[src/rtl/uart_baud_timer_8051.sv]
// rtl/uart_baud_timer_8051.sv - 8051 machine-cycle prescaler and Timer-1 auto-reload baud strobe
// Define UART_BAUD_SMOD_EN to build the SMOD half-rate divider; otherwise every overflow triggers.
module uart_baud_timer_8051 #(
  parameter int         UNIT_DIV      = 12,
  parameter logic [7:0] REG_ADDR_BCON = 8'h88,
  parameter logic [7:0] REG_ADDR_TH1  = 8'h8D,
  parameter logic [7:0] REG_ADDR_TL1  = 8'h8B
) (
  input  logic       clk,
  input  logic       reset,
  input  logic       stb_i,
  input  logic       we_i,
  input  logic [7:0] adr_wr_i,
  input  logic [7:0] adr_rd_i,
  input  logic [7:0] dat_i,
  output logic [7:0] dat_o,
  output logic       ack_o,
  output logic       class_8051_unit_pulse,
  output logic       timer_trigger
);

  localparam int            PW       = $clog2(UNIT_DIV);
  localparam logic [PW-1:0] PRE_LAST = PW'(UNIT_DIV - 1);
  localparam logic [PW-1:0] PRE_ARM  = PW'(UNIT_DIV - 2);

  logic [PW-1:0] prescaler;
  logic          tr;
  logic          smod;
  logic [7:0]    th1;
  logic [7:0]    tl1;
  logic          wr;
  logic          wr_bcon;
  logic          wr_th1;
  logic          wr_tl1;
  logic          run_start;
  logic          advance;
  logic          overflow;

  assign wr        = stb_i & we_i;
  assign wr_bcon   = wr & (adr_wr_i == REG_ADDR_BCON);
  assign wr_th1    = wr & (adr_wr_i == REG_ADDR_TH1);
  assign wr_tl1    = wr & (adr_wr_i == REG_ADDR_TL1);
  assign run_start = wr_bcon & ~tr & dat_i[0];
  assign advance   = tr & class_8051_unit_pulse;
  // A bus write to TL1 wins over the reload and swallows that overflow.
  assign overflow  = advance & (tl1 == 8'hFF) & ~wr_tl1;
  assign ack_o     = stb_i;

  // Pulse is armed one count early so it is high while the prescaler sits at its last value.
  always_ff @(posedge clk or posedge reset) begin
    if (reset) begin
      prescaler             <= '0;
      class_8051_unit_pulse <= 1'b0;
    end else begin
      prescaler             <= (prescaler == PRE_LAST) ? '0 : prescaler + 1'b1;
      class_8051_unit_pulse <= (prescaler == PRE_ARM);
    end
  end

  always_ff @(posedge clk or posedge reset) begin
    if (reset) begin
      tr  <= 1'b0;
      th1 <= 8'h00;
      tl1 <= 8'h00;
    end else begin
      if (wr_bcon) tr <= dat_i[0];
      if (wr_th1) th1 <= dat_i;
      if (wr_tl1)
        tl1 <= dat_i;
      else if (run_start)
        tl1 <= th1;
      else if (advance)
        tl1 <= (tl1 == 8'hFF) ? th1 : tl1 + 8'd1;
    end
  end

`ifdef UART_BAUD_SMOD_EN
  logic half;

  always_ff @(posedge clk or posedge reset) begin
    if (reset) begin
      smod          <= 1'b0;
      half          <= 1'b0;
      timer_trigger <= 1'b0;
    end else begin
      if (wr_bcon) smod <= dat_i[1];
      timer_trigger <= overflow & (smod | half);
      if (wr_bcon | ~tr)
        half <= 1'b0;
      else if (overflow)
        half <= ~half;
    end
  end
`else
  assign smod = 1'b0;

  always_ff @(posedge clk or posedge reset) begin
    if (reset)
      timer_trigger <= 1'b0;
    else
      timer_trigger <= overflow;
  end
`endif

  always_comb begin
    dat_o = 8'h00;
    if (adr_rd_i == REG_ADDR_BCON)
      dat_o = {6'b000000, smod, tr};
    else if (adr_rd_i == REG_ADDR_TH1)
      dat_o = th1;
    else if (adr_rd_i == REG_ADDR_TL1)
      dat_o = tl1;
  end

endmodule

[config.mk]
export PLATFORM = sky130hd
export DESIGN_NAME = uart_baud_timer_8051
export DESIGN_NICKNAME = d
export VERILOG_FILES = /design/src/rtl/uart_baud_timer_8051.sv
export SDC_FILE = /design/constraint.sdc
export NUM_CORES = 1
export LEC_CHECK = 0
export ABC_AREA = 0
export CORE_ASPECT_RATIO = 1.25
export CORE_MARGIN = 4
export CORE_UTILIZATION = 48
export DETAILED_ROUTE_END_ITERATION = 6
export MAX_ROUTING_LAYER = met4
export PLACE_DENSITY_LB_ADDON = 0.08
export SLEW_MARGIN = 5
export SYNTH_ARGS = -nofsm -noshare
export SYNTH_HDL_FRONTEND = slang
export SYNTH_SLANG_ARGS = --single-unit
[constraint.sdc]
create_clock -name clk -period 3.52 [get_ports clk]
set_clock_uncertainty 0.1 [all_clocks]
set_input_delay 1.056 -clock clk [delete_from_list [all_inputs] [get_ports clk]]
set_output_delay 1.056 -clock clk [all_outputs]
set_load 0.05 [all_outputs]
==> results.md, run 1 <==
- Status: finished, final reports clean
- Buffers and inverters on the worst path: 3
- Combinational family with the most area after synthesis: simple AND/OR/NAND/NOR gates
- Leakage: roughly 0.00094 uW
- Synthesized instance count: 152
- Total GRT Usage: 20.3%
- CTS H-tree lvls: 1
- Detailed-route via count: between 1000 and 1500
- Ys Warns: 0
- Async SR Flop Fraction: 100%
- Non-Filler Instances: ~230
- Clock buffer depth: 2
- Total power density per cell area: 237 nW/um2
- Chip Width: 57.2 um
- CP max stage delay: 0.19 ns
- Die area: ~4000 um2
- Met1 usage: 24.4%
- RSZ-0062 raised after global routing: no
- Synth top area share: about two fifths
- Yosys reg bits: 23
- Final Util: 70.5%
- Routed WL: 3820 um
- Worst slew margin: 38.6%
- Required time worst endpoint: 2.36 ns
- P&R area growth vs syn: 41.7%
- Top FF cell, synth: dfrtp_1
- Row cnt: 22
- Cell taking the most area after synthesis: dfrtp_1
- Synth area leaders: dfrtp_1, mux2_2, a22o_1
- Root Buffer: clkbuf_4
- CP top delay family: simple AND/OR/NAND/NOR gates
- WL per Instance: 16.7 um
- Worst hold path type: flip-flop to flip-flop
- CP Cell Sequence: clkdlybuf4s15_1, nor3_2, nand3_2, nor2_2, and3_1, buf_6, a22o_1, buf_12
- DRC viols: 0
- Mapped Area: roughly 1500 um2
- Antenna-violating nets left: 0
- Worst VDD drop: 223 uV
- Final Hold Viols: 0
- Xor/xnor cell area share of the yosys netlist: under 10%
- Critical Path AT: 2.27 ns
- Clock-pin slew on the worst setup and hold paths: 0.13 ns
- Maxcap violations: 0
- Synth Area in Simple Gates: 23.4%
- GRT met3 Usage: 3.54%
- Max Slew Vio Count: 0
- Worst Path Max Fanout: 7
- First-pass GRT wire length: 6400 um
- Clock Sinks: 23
- Power Total: 487 uW
- GPL Wtd Cong: 0.909
- Antenna cell count: 0
- Initial Util: 49.7%
- Mean Syn Cell Area: 9.55 um2
- Met2 usage: 34.3%
- Vias in the first global route: 1404
- Post-synthesis compound-gate area fraction: 22.5%
- Core ar.: 2920 um2
- Slew @ Worst Pin: 0.919 ns
- WS Path Type: input port to output pin
- I/O Buffers: 38
- Worst setup EP type: output pin
- Largest net degree at the start of global routing: 24
- Final setup violation count: 0
- Share of cells above drive strength 1: 23.3%
- Initial antenna violation count: 0
- Critical Path Start Type: input port
- Worst hold slack: 0.400 ns
- TritonCTS Buffers: 3
- Post-synth EDFFs: 0
- Final net count: 225
- Critical-path top delay cell: a22o_1
- Global route hottest layer: met2
- Achievable Freq: 0.292 GHz
- Setup Buffers After CTS: 0
- Syn_nets: 183
- DP Cell Count: 225
- Fin crit share: 97.3%
- Setup TNS Final: 0 ns
- Adder-Cell Fraction of Synth Area: under 10%
- Final HPWL DP: 2860 um
- Vias per Instance: between 5 and 6
- Unique masters post-synth: 40
- Total gr overflow: 0
- Worst skew pair latency: about 0.31 ns
- Mux contribution to synthesized area: 6.98%
- Sequential share of the synthesized area: between 30% and 40%
- Drt first pass iters: 4
- # IOs: 39
- Tmin final: 3.43 ns
- CTS tree: done
- Initial DRC Count: 44
- Die H: 69.5 um
## power by group
group | switching, uW | internal (uW) | leakage [uW]
logic | 31.0 | 44.1 | 0.000621
registers | 14.1 | 274 | 0.000300
clock network | 80.0 | 44.2 | 0.0000150
total | 125 | 362 | 0.000936
## per-stage QoR
stage	setup slack, ns	area, um2
CTS	0.00789	2020
floorplan	0.00278	1450
global placement	-0.166	1980
finish	0.0944	2060
global route	0.0249	2060
detailed placement	-0.230	1980
## flip-flops by register name, indices dropped and copies added (netlist names)
name,cells
tl1,8
tr,1
timer_trigger,1
th1,8
prescaler,4
class_8051_unit_pulse,1
## cells by family (layout without fill, tap and decap cells)
logic type      after synthesis  after routing
flops                        23             23
buf+inv                      12             53
compound gates               45             45
xor+xnor                      2              2
simple gates                 58             58
fa+ha+maj                     3              3
mux                           9              9
## routing by layer
| metal | up-vias | wire (um) |
|---|---|---|
| li1 | 648 | - |
| met1 | 655 | 1540 |
| met2 | 48 | 2030 |
| met3 | 4 | 205 |
| met4 | 0 | 38 |
| met5 | - | 0 |
## cell usage in the layout (no fill, tap or decap), drive strengths merged, types with 7 or more instances in the layout
cell / n
a21oi: 11
a22o: 8
buf: 14
clkdlybuf4s50: 21
dfrtp: 23
mux2: 9
nand2: 14
nand3: 7
nor2: 12
o21ai: 12
## Yosys cell counts, drive strengths merged (2+ instances only)
library cell and n:
a21boi 3, a21oi 11, a22o 8, a31oi 4
and2 3, and3 4, and4 2, buf 4
clkbuf 2, dfrtp 23, ha 3, inv 6
mux2 9, nand2 14, nand3 7, nand4 4
nor2 12, nor3 3, o21ai 12, xor2 2
## path summary, 6_finish.rpt
| kind | start | to | slack, ns | depth (start not counted) |
|---|---|---|---|---|
| max | adr_rd_i[4] | dat_o[4] | 0.09 | 8 |
| max in group asynchronous | reset | th1[7] | 1.63 | 2 |
| max reg2reg | tl1[0] | tl1[1] | 1.48 | 6 |
| min reg2reg | prescaler[0] | prescaler[0] | 0.40 | 1 |
| min in group asynchronous | reset | th1[3] | 1.13 | 2 |
| min | prescaler[0] | prescaler[0] | 0.40 | 1 |
## worst reg2reg max path, delay by kind of cell, from the launching register on
family / cells / cell delay (ns)
AO/OA/AOI/OAI: 2 / 0.34
adder cells (fa/ha/maj): 1 / 0.22
flip-flops: 1 / 0.46
AND/OR/NAND/NOR: 3 / 0.81
## final cells by class
| cell class | instances | area [um2] |
|---|---|---|
| Timing Repair Buffer | 43 | 510 |
| Multi-Input combinational cell | 117 | 877 |
| Sequential cell | 23 | 576 |
| Fill cell | 232 | 861 |
| Clock buffer | 4 | 26.3 |
| Tap cell | 36 | 45.0 |
| Inverter | 6 | 22.5 |
## timing repair
action / in CTS / in global routing
pin swaps: 6 / 6
gates resized for setup: 11 / 12
setup endpoints to repair: 8 / 8
hold buffers: 0 / 0
No activity file was read; power rests on OpenSTA's default activity.
==> run 2: changes to the inputs <==
--- a/config.mk
+++ b/config.mk
@@ -12,7 +12,8 @@
 export DETAILED_ROUTE_END_ITERATION = 6
 export MAX_ROUTING_LAYER = met4
 export PLACE_DENSITY_LB_ADDON = 0.08
-export SLEW_MARGIN = 5
+export SETUP_SLACK_MARGIN = 0.15
+export SLEW_MARGIN = 20
 export SYNTH_ARGS = -nofsm -noshare
 export SYNTH_HDL_FRONTEND = slang
 export SYNTH_SLANG_ARGS = --single-unit
==> results.md, run 2 (synthesis gave the netlist of run 1 again) <==
- Fin crit share: 96.5% (-0.84 points)
- Clock-pin slew on the worst setup and hold paths: 0.13 ns (about the same)
- GPL Wtd Cong: 0.924 (+1.6%)
- Clock buffer depth: 2 (unchanged)
- Fillcell total: 224 (-3.4%)
- R2R setup slack: 1.42 ns (-0.06 ns)
- Critical R2R Capture: tl1[1]
- Worst R2R Path Depth: 6 (unchanged)
- P&R area growth vs syn: 47.5%
- Buffers and inverters on the worst path: 4 (+1)
- Final setup violation count: 0 (unchanged)
- CTS tree: done
- CP top delay family: buffers and inverters
- Power Total: 490 uW (+0.62%)
- Reg2reg start: tl1[0]
- GRT met3 Usage: 3.54% (unchanged)
- CP max stage delay: 0.18 ns (about the same)
- Post-placement cell area: 2000 um2 (+1.5%)
- WL per Instance: 17.5 um (+5.1%)
- Worst Path Max Fanout: 8 (+1)
- Total GRT Usage: 21.9% (+1.6 points)
- TritonCTS Buffers: 3 (unchanged)
- Antenna-violating nets left: 0 (unchanged)
- Largest regs: th1: 8 flops, tl1: 8 flops, prescaler: 4 flops
- Die H: 69.5 um (unchanged)
- Critical Path Start Type: input port
- Most frequent cells in the layout: dfrtp_1, clkdlybuf4s50_1, nand2_1
- Total power density per cell area: 229 nW/um2 (-3.3%)
- Met1 usage: 25.4% (+0.97 points)
- Share of cells above drive strength 1: 27.6% (+4.2 points)
- Antenna cell count: 0 (unchanged)
- Min-delay src: prescaler[0]
- Met2 usage: 37.6% (+3.3 points)
- Required time worst endpoint: 2.36 ns (about the same)
- Die area: 3970 um2 (unchanged)
- Critical-path top delay cell: buf_6
- Worst VDD drop: 246 uV (+10%)
- Row cnt: 22 (unchanged)
- Initial antenna violation count: 0 (unchanged)
- Final net count: 228 (+1.3%)
- Post-CTS Hold Fix Bufs: 0 (unchanged)
- First-pass GRT wire length: 6750 um (+5.4%)
- Worst skew pair latency: 0.31 ns (about the same)
- Tmin final: 3.40 ns (-0.0297 ns)
- Clock Sinks: 23 (unchanged)
- Detailed-route via count: 1372 (+1.3%)
- Maxcap violations: 0 (unchanged)
- Critical Path AT: 2.24 ns (-0.03 ns)
- Slew @ Worst Pin: 0.885 ns (-0.0339 ns)
- Final HPWL DP: 2940 um (+2.9%)
- Worst hold path type: flip-flop to flip-flop
- Commonest non-fill, non-tap cell in the layout: dfrtp_1
- Final Cell Area: 2140 um2 (+4.1%)
- Chip Width: 57.2 um (unchanged)
- Core ar.: 2920 um2 (unchanged)
- Total gr overflow: 0 (unchanged)
- Root Buffer: clkbuf_4
- Max Slew Vio Count: 0 (unchanged)
- Hold Path Sink: prescaler[0]
- Largest net degree at the start of global routing: 24 (unchanged)
- Setup TNS Final: 0 ns (unchanged)
- Achievable Freq: 0.294 GHz (+0.88%)
- Cell mode on critical path: buf_6
- Vias in the first global route: 1409 (+0.36%)
- Multi-input logic area: 933 um2 (+6.4%)
- Worst hold slack: 0.427 ns (+0.0268 ns)
- # IOs: 39 (unchanged)
- Routed WL: 4060 um (+6.5%)
- Initial DRC Count: 61 (+39%)
- RSZ-0062 raised after global routing: yes
- Worst setup EP type: output pin
- Final Hold Viols: 0 (unchanged)
- Global route hottest layer: met2
- WS Path Type: input port to output pin
- DP Cell Count: 227 (+0.89%)
- Non-Filler Instances: 232 (+1.3%)
- DRC viols: 0 (unchanged)
- Drt first pass iters: 4 (unchanged)
- Register Area: 576 um2 (unchanged)
- I/O Buffers: 38 (unchanged)
- Worst slew margin: 40.9% (+2.3 points)
- Vias per Instance: 5.91 (about the same)
- Leakage: 0.000972 uW (+3.8%)
- Status: finished, final reports clean
- CTS H-tree lvls: 1 (unchanged)
- CP Cell Sequence: buf_6, nor3_4, nand3_2, buf_6, nor3_4, buf_6, a22o_4, buf_12
- WHS Path Cells: 1 (unchanged)
- Initial Util: 49.7% (unchanged)
## run 2: how the worst max path moves through the flow
stage | start | to | slack [ns] | depth (start not counted)
after global routing | adr_rd_i[4] | dat_o[0] | 0.06 | 8
after CTS | adr_rd_i[4] | dat_o[2] | 0.16 | 8
final | adr_rd_i[4] | dat_o[0] | 0.12 | 8
after global placement | adr_rd_i[5] | dat_o[2] | -0.16 | 8
after floorplan | adr_rd_i[5] | dat_o[1] | 0.22 | 6
after detailed placement | adr_rd_i[5] | dat_o[4] | -0.21 | 8
## run 2: stage by stage
stage | utilization (%) | setup slack [ns]
after floorplan | - | 0.220
after global placement | 68.7 | -0.163
after detailed placement | 68.7 | -0.211
after CTS | 72.8 | 0.156
after global routing | 73.4 | 0.0622
final | 73.4 | 0.124
## run 2: per-layer routing
layer,up-vias,share of wire (%)
met2,43,54
met5,-,0
met1,673,40
li1,654,-
met4,0,0.27
met3,2,5.3
## run 2: power by group
part	total [uW]	switching, uW	internal (uW)
Combinational	78.6	33.1	45.5
Clock	122	79.3	42.4
Sequential	290	16.1	274
Total	490	129	362
## run 2: layout make-up
cell class                 count  share of cell area, %
multi-input combinational    117                   43.6
sequential                    23                   26.9
timing repair buffer          46                   25.1
tap                           36                   2.10
clock buffer                   3                   1.05
inverter                       6                   1.05
clock inverter                 1                  0.234
## run 2: what timing repair did
action / CTS / global route
pin swaps: 9 / 4
resized for setup: 28 / 7
hold endpoints to repair: 0 / 0
setup endpoints to repair: 8 / 8
buffers inserted: 1 / 0
==> run 3: changes to the inputs <==
--- a/config.mk
+++ b/config.mk
@@ -12,6 +12,8 @@
 export DETAILED_ROUTE_END_ITERATION = 6
 export MAX_ROUTING_LAYER = met4
 export PLACE_DENSITY_LB_ADDON = 0.08
+export RECOVER_POWER = 100
+export REMOVE_ABC_BUFFERS = 1
 export SETUP_SLACK_MARGIN = 0.15
 export SLEW_MARGIN = 20
 export SYNTH_ARGS = -nofsm -noshare
==> results.md, run 3 (synthesis gave the netlist of run 1 again) <==
- Min-delay src: prescaler[0]
- Initial antenna violation count: 0 (unchanged)
- Met1 usage: 26.7% (+1.2 points)
- Share of cells above drive strength 1: 23.2% (-4.3 points)
- P_sw: 127 uW (-0.84%)
- Critical R2R Capture: tl1[1]
- CP top delay family: simple AND/OR/NAND/NOR gates
- Worst slew margin: 42.1% (+1.2 points)
- Critical-path top delay cell: clkbuf_4
- Comb power frac: 14.3% (-1.7 points)
- Power Total: 485 uW (-1.1%)
- Leakage: 0.000927 uW (-4.7%)
- WHS Path Cells: 1 (unchanged)
- Non-Filler Instances: 234 (+0.86%)
- Vias in the first global route: 1306 (-7.3%)
- # IOs: 39 (unchanged)
- Initial DRC Count: 35 (-43%)
- Worst setup margin: 0.126 ns (+0.00168 ns)
- Required time worst endpoint: 2.36 ns (about the same)
- Row cnt: 22 (unchanged)
- Die H: 69.5 um (unchanged)
- Final HPWL DP: 2660 um (-9.5%)
- Chip Width: 57.2 um (unchanged)
- Worst setup EP type: output pin
- Maxcap violations: 0 (unchanged)
- DRC viols: 0 (unchanged)
- WL per Instance: 16.0 um (-8.9%)
- DP Cell Count: 228 (+0.44%)
- Clock Sinks: 23 (unchanged)
- Worst VDD drop: 196 uV (-20%)
- GRT met3 Usage: 3.54% (unchanged)
- Total GRT Usage: 20.1% (-1.7 points)
- WS Path Type: input port to output pin
- Root Buffer: clkbuf_4
- TritonCTS Buffers: 3 (unchanged)
- R2R setup slack: 1.52 ns (+0.10 ns)
- Critical Path AT: 2.24 ns (about the same)
- Cell Int Power: 358 uW (-1.2%)
- CP max stage delay: 0.22 ns (+0.04 ns)
- Die area: 3970 um2 (unchanged)
- Detailed-route via count: 1320 (-3.8%)
- CTS tree: done
- Antenna cell count: 0 (unchanged)
- Most frequent cells in the layout: dfrtp_1, clkdlybuf4s50_1, nand2_1
- Switching Share: 26.3% (+0.062 points)
- Critical Path Start Type: input port
- Total gr overflow: 0 (unchanged)
- Slew @ Worst Pin: 0.868 ns (-0.0175 ns)
- Final Hold Viols: 0 (unchanged)
- Antenna-violating nets left: 0 (unchanged)
- Status: finished, final reports clean
- Worst R2R Path Depth: 6 (unchanged)
- First-pass GRT wire length: 6290 um (-6.8%)
- I/O Buffers: 38 (unchanged)
- GPL Wtd Cong: 0.844 (-8.6%)
- Met2 usage: 32.1% (-5.5 points)
- Reg2reg start: tl1[0]
- Initial Util: 49.7% (unchanged)
- Cell mode on critical path: buf_6
- Final net count: 230 (+0.88%)
- Clock buffer depth: 2 (unchanged)
- Clock power frac: 26.3% (+1.5 points)
- RSZ-0062 raised after global routing: yes
- Clock-pin slew on the worst setup and hold paths: 0.13 ns (about the same)
- Worst hold path type: flip-flop to flip-flop
- Buffers and inverters on the worst path: 3 (-1)
- Worst Path Max Fanout: 4 (-4)
- Worst skew pair latency: 0.32 ns (about the same)
- Largest net degree at the start of global routing: 24 (unchanged)
- Routed WL: 3730 um (-8.1%)
- Core ar.: 2920 um2 (unchanged)
- Final setup violation count: 0 (unchanged)
- Global route hottest layer: met2
- Tmin final: 3.39 ns (-0.00168 ns)
- Largest regs: th1: 8 flops, tl1: 8 flops, prescaler: 4 flops
- Fin crit share: 96.4% (about the same)
- Sequential Power Share: 59.4% (+0.2 points)
- CTS H-tree lvls: 1 (unchanged)
- CP Cell Sequence: buf_6, nor3_2, nand3_2, nor2_4, and3_4, buf_6, a22o_1, clkbuf_4
- Achievable Freq: 0.295 GHz (about the same)
- P&R area growth vs syn: 40.6%
- Hold Path Sink: prescaler[0]
- Worst slack, placed: -0.212 ns (-0.000590 ns)
- Total power density per cell area: 238 nW/um2 (+3.8%)
- Commonest non-fill, non-tap cell in the layout: dfrtp_1
- Drt first pass iters: 4 (unchanged)
- Max Slew Vio Count: 0 (unchanged)
- Vias per Instance: 5.64 (-4.6%)
## run 3: cell types whose count changed in the layout (fill, tap and decap cells not counted), moves of 3 or more
cell,previous run,this run
a21boi_0,0,3
a21boi_1,3,0
buf_6,6,3
clkbuf_1,0,5
clkdlybuf4s50_1,21,16
dlygate4sd3_1,0,5
## run 3: worst max path at each step
stage	end	cells after the start	from
after floorplan	dat_o[0]	4	adr_rd_i[5]
after detailed placement	dat_o[3]	8	adr_rd_i[5]
final	dat_o[6]	8	adr_rd_i[6]
after global routing	dat_o[6]	8	adr_rd_i[6]
after global placement	dat_o[4]	8	adr_rd_i[5]
after CTS	dat_o[5]	8	adr_rd_i[6]
## run 3: area by class of cell
type                       count  area [um2]
sequential                    23         576
fill                         250         877
timing repair buffer          48         498
tap                           36        45.0
inverter                       6        22.5
multi-input combinational    117         873
clock buffer                   4        26.3
## run 3: routing by layer
metal  vias up  part of all wire (%)
li1        659                     -
met1       620                    43
met2        37                    50
met3         4                   6.4
met4         0                  0.96
met5         -                     0
## run 3: stage by stage
stage	hold WS (ns)	setup TNS [ns]	cell area [um2]	util, %
6_report	0.409	0	2040	69.9
4_1_cts	0.412	0	2090	71.7
5_1_grt	0.450	0	2040	69.9
2_1_floorplan	0.348	-0.0142	1420	-
3_3_place_gp	0.360	-1.23	2000	68.4
3_5_place_dp	0.397	-1.49	2000	68.4
## run 3: what timing repair did
item,4_1_cts,5_1_grt
hold buffers,0,0
pin swaps,13,4
buffers inserted,2,0
resized for setup,29,2
endpoints found under the setup margin,8,4
## run 3: power by group through the flow
stage               combinational (uW)  sequential [uW]  clock [uW]
finish                            69.3              288         128
global route                      77.3              290         139
CTS                               76.2              288         130
detailed placement                77.0              292           0
global placement                  75.4              291           0
floorplan                         30.6              288           0
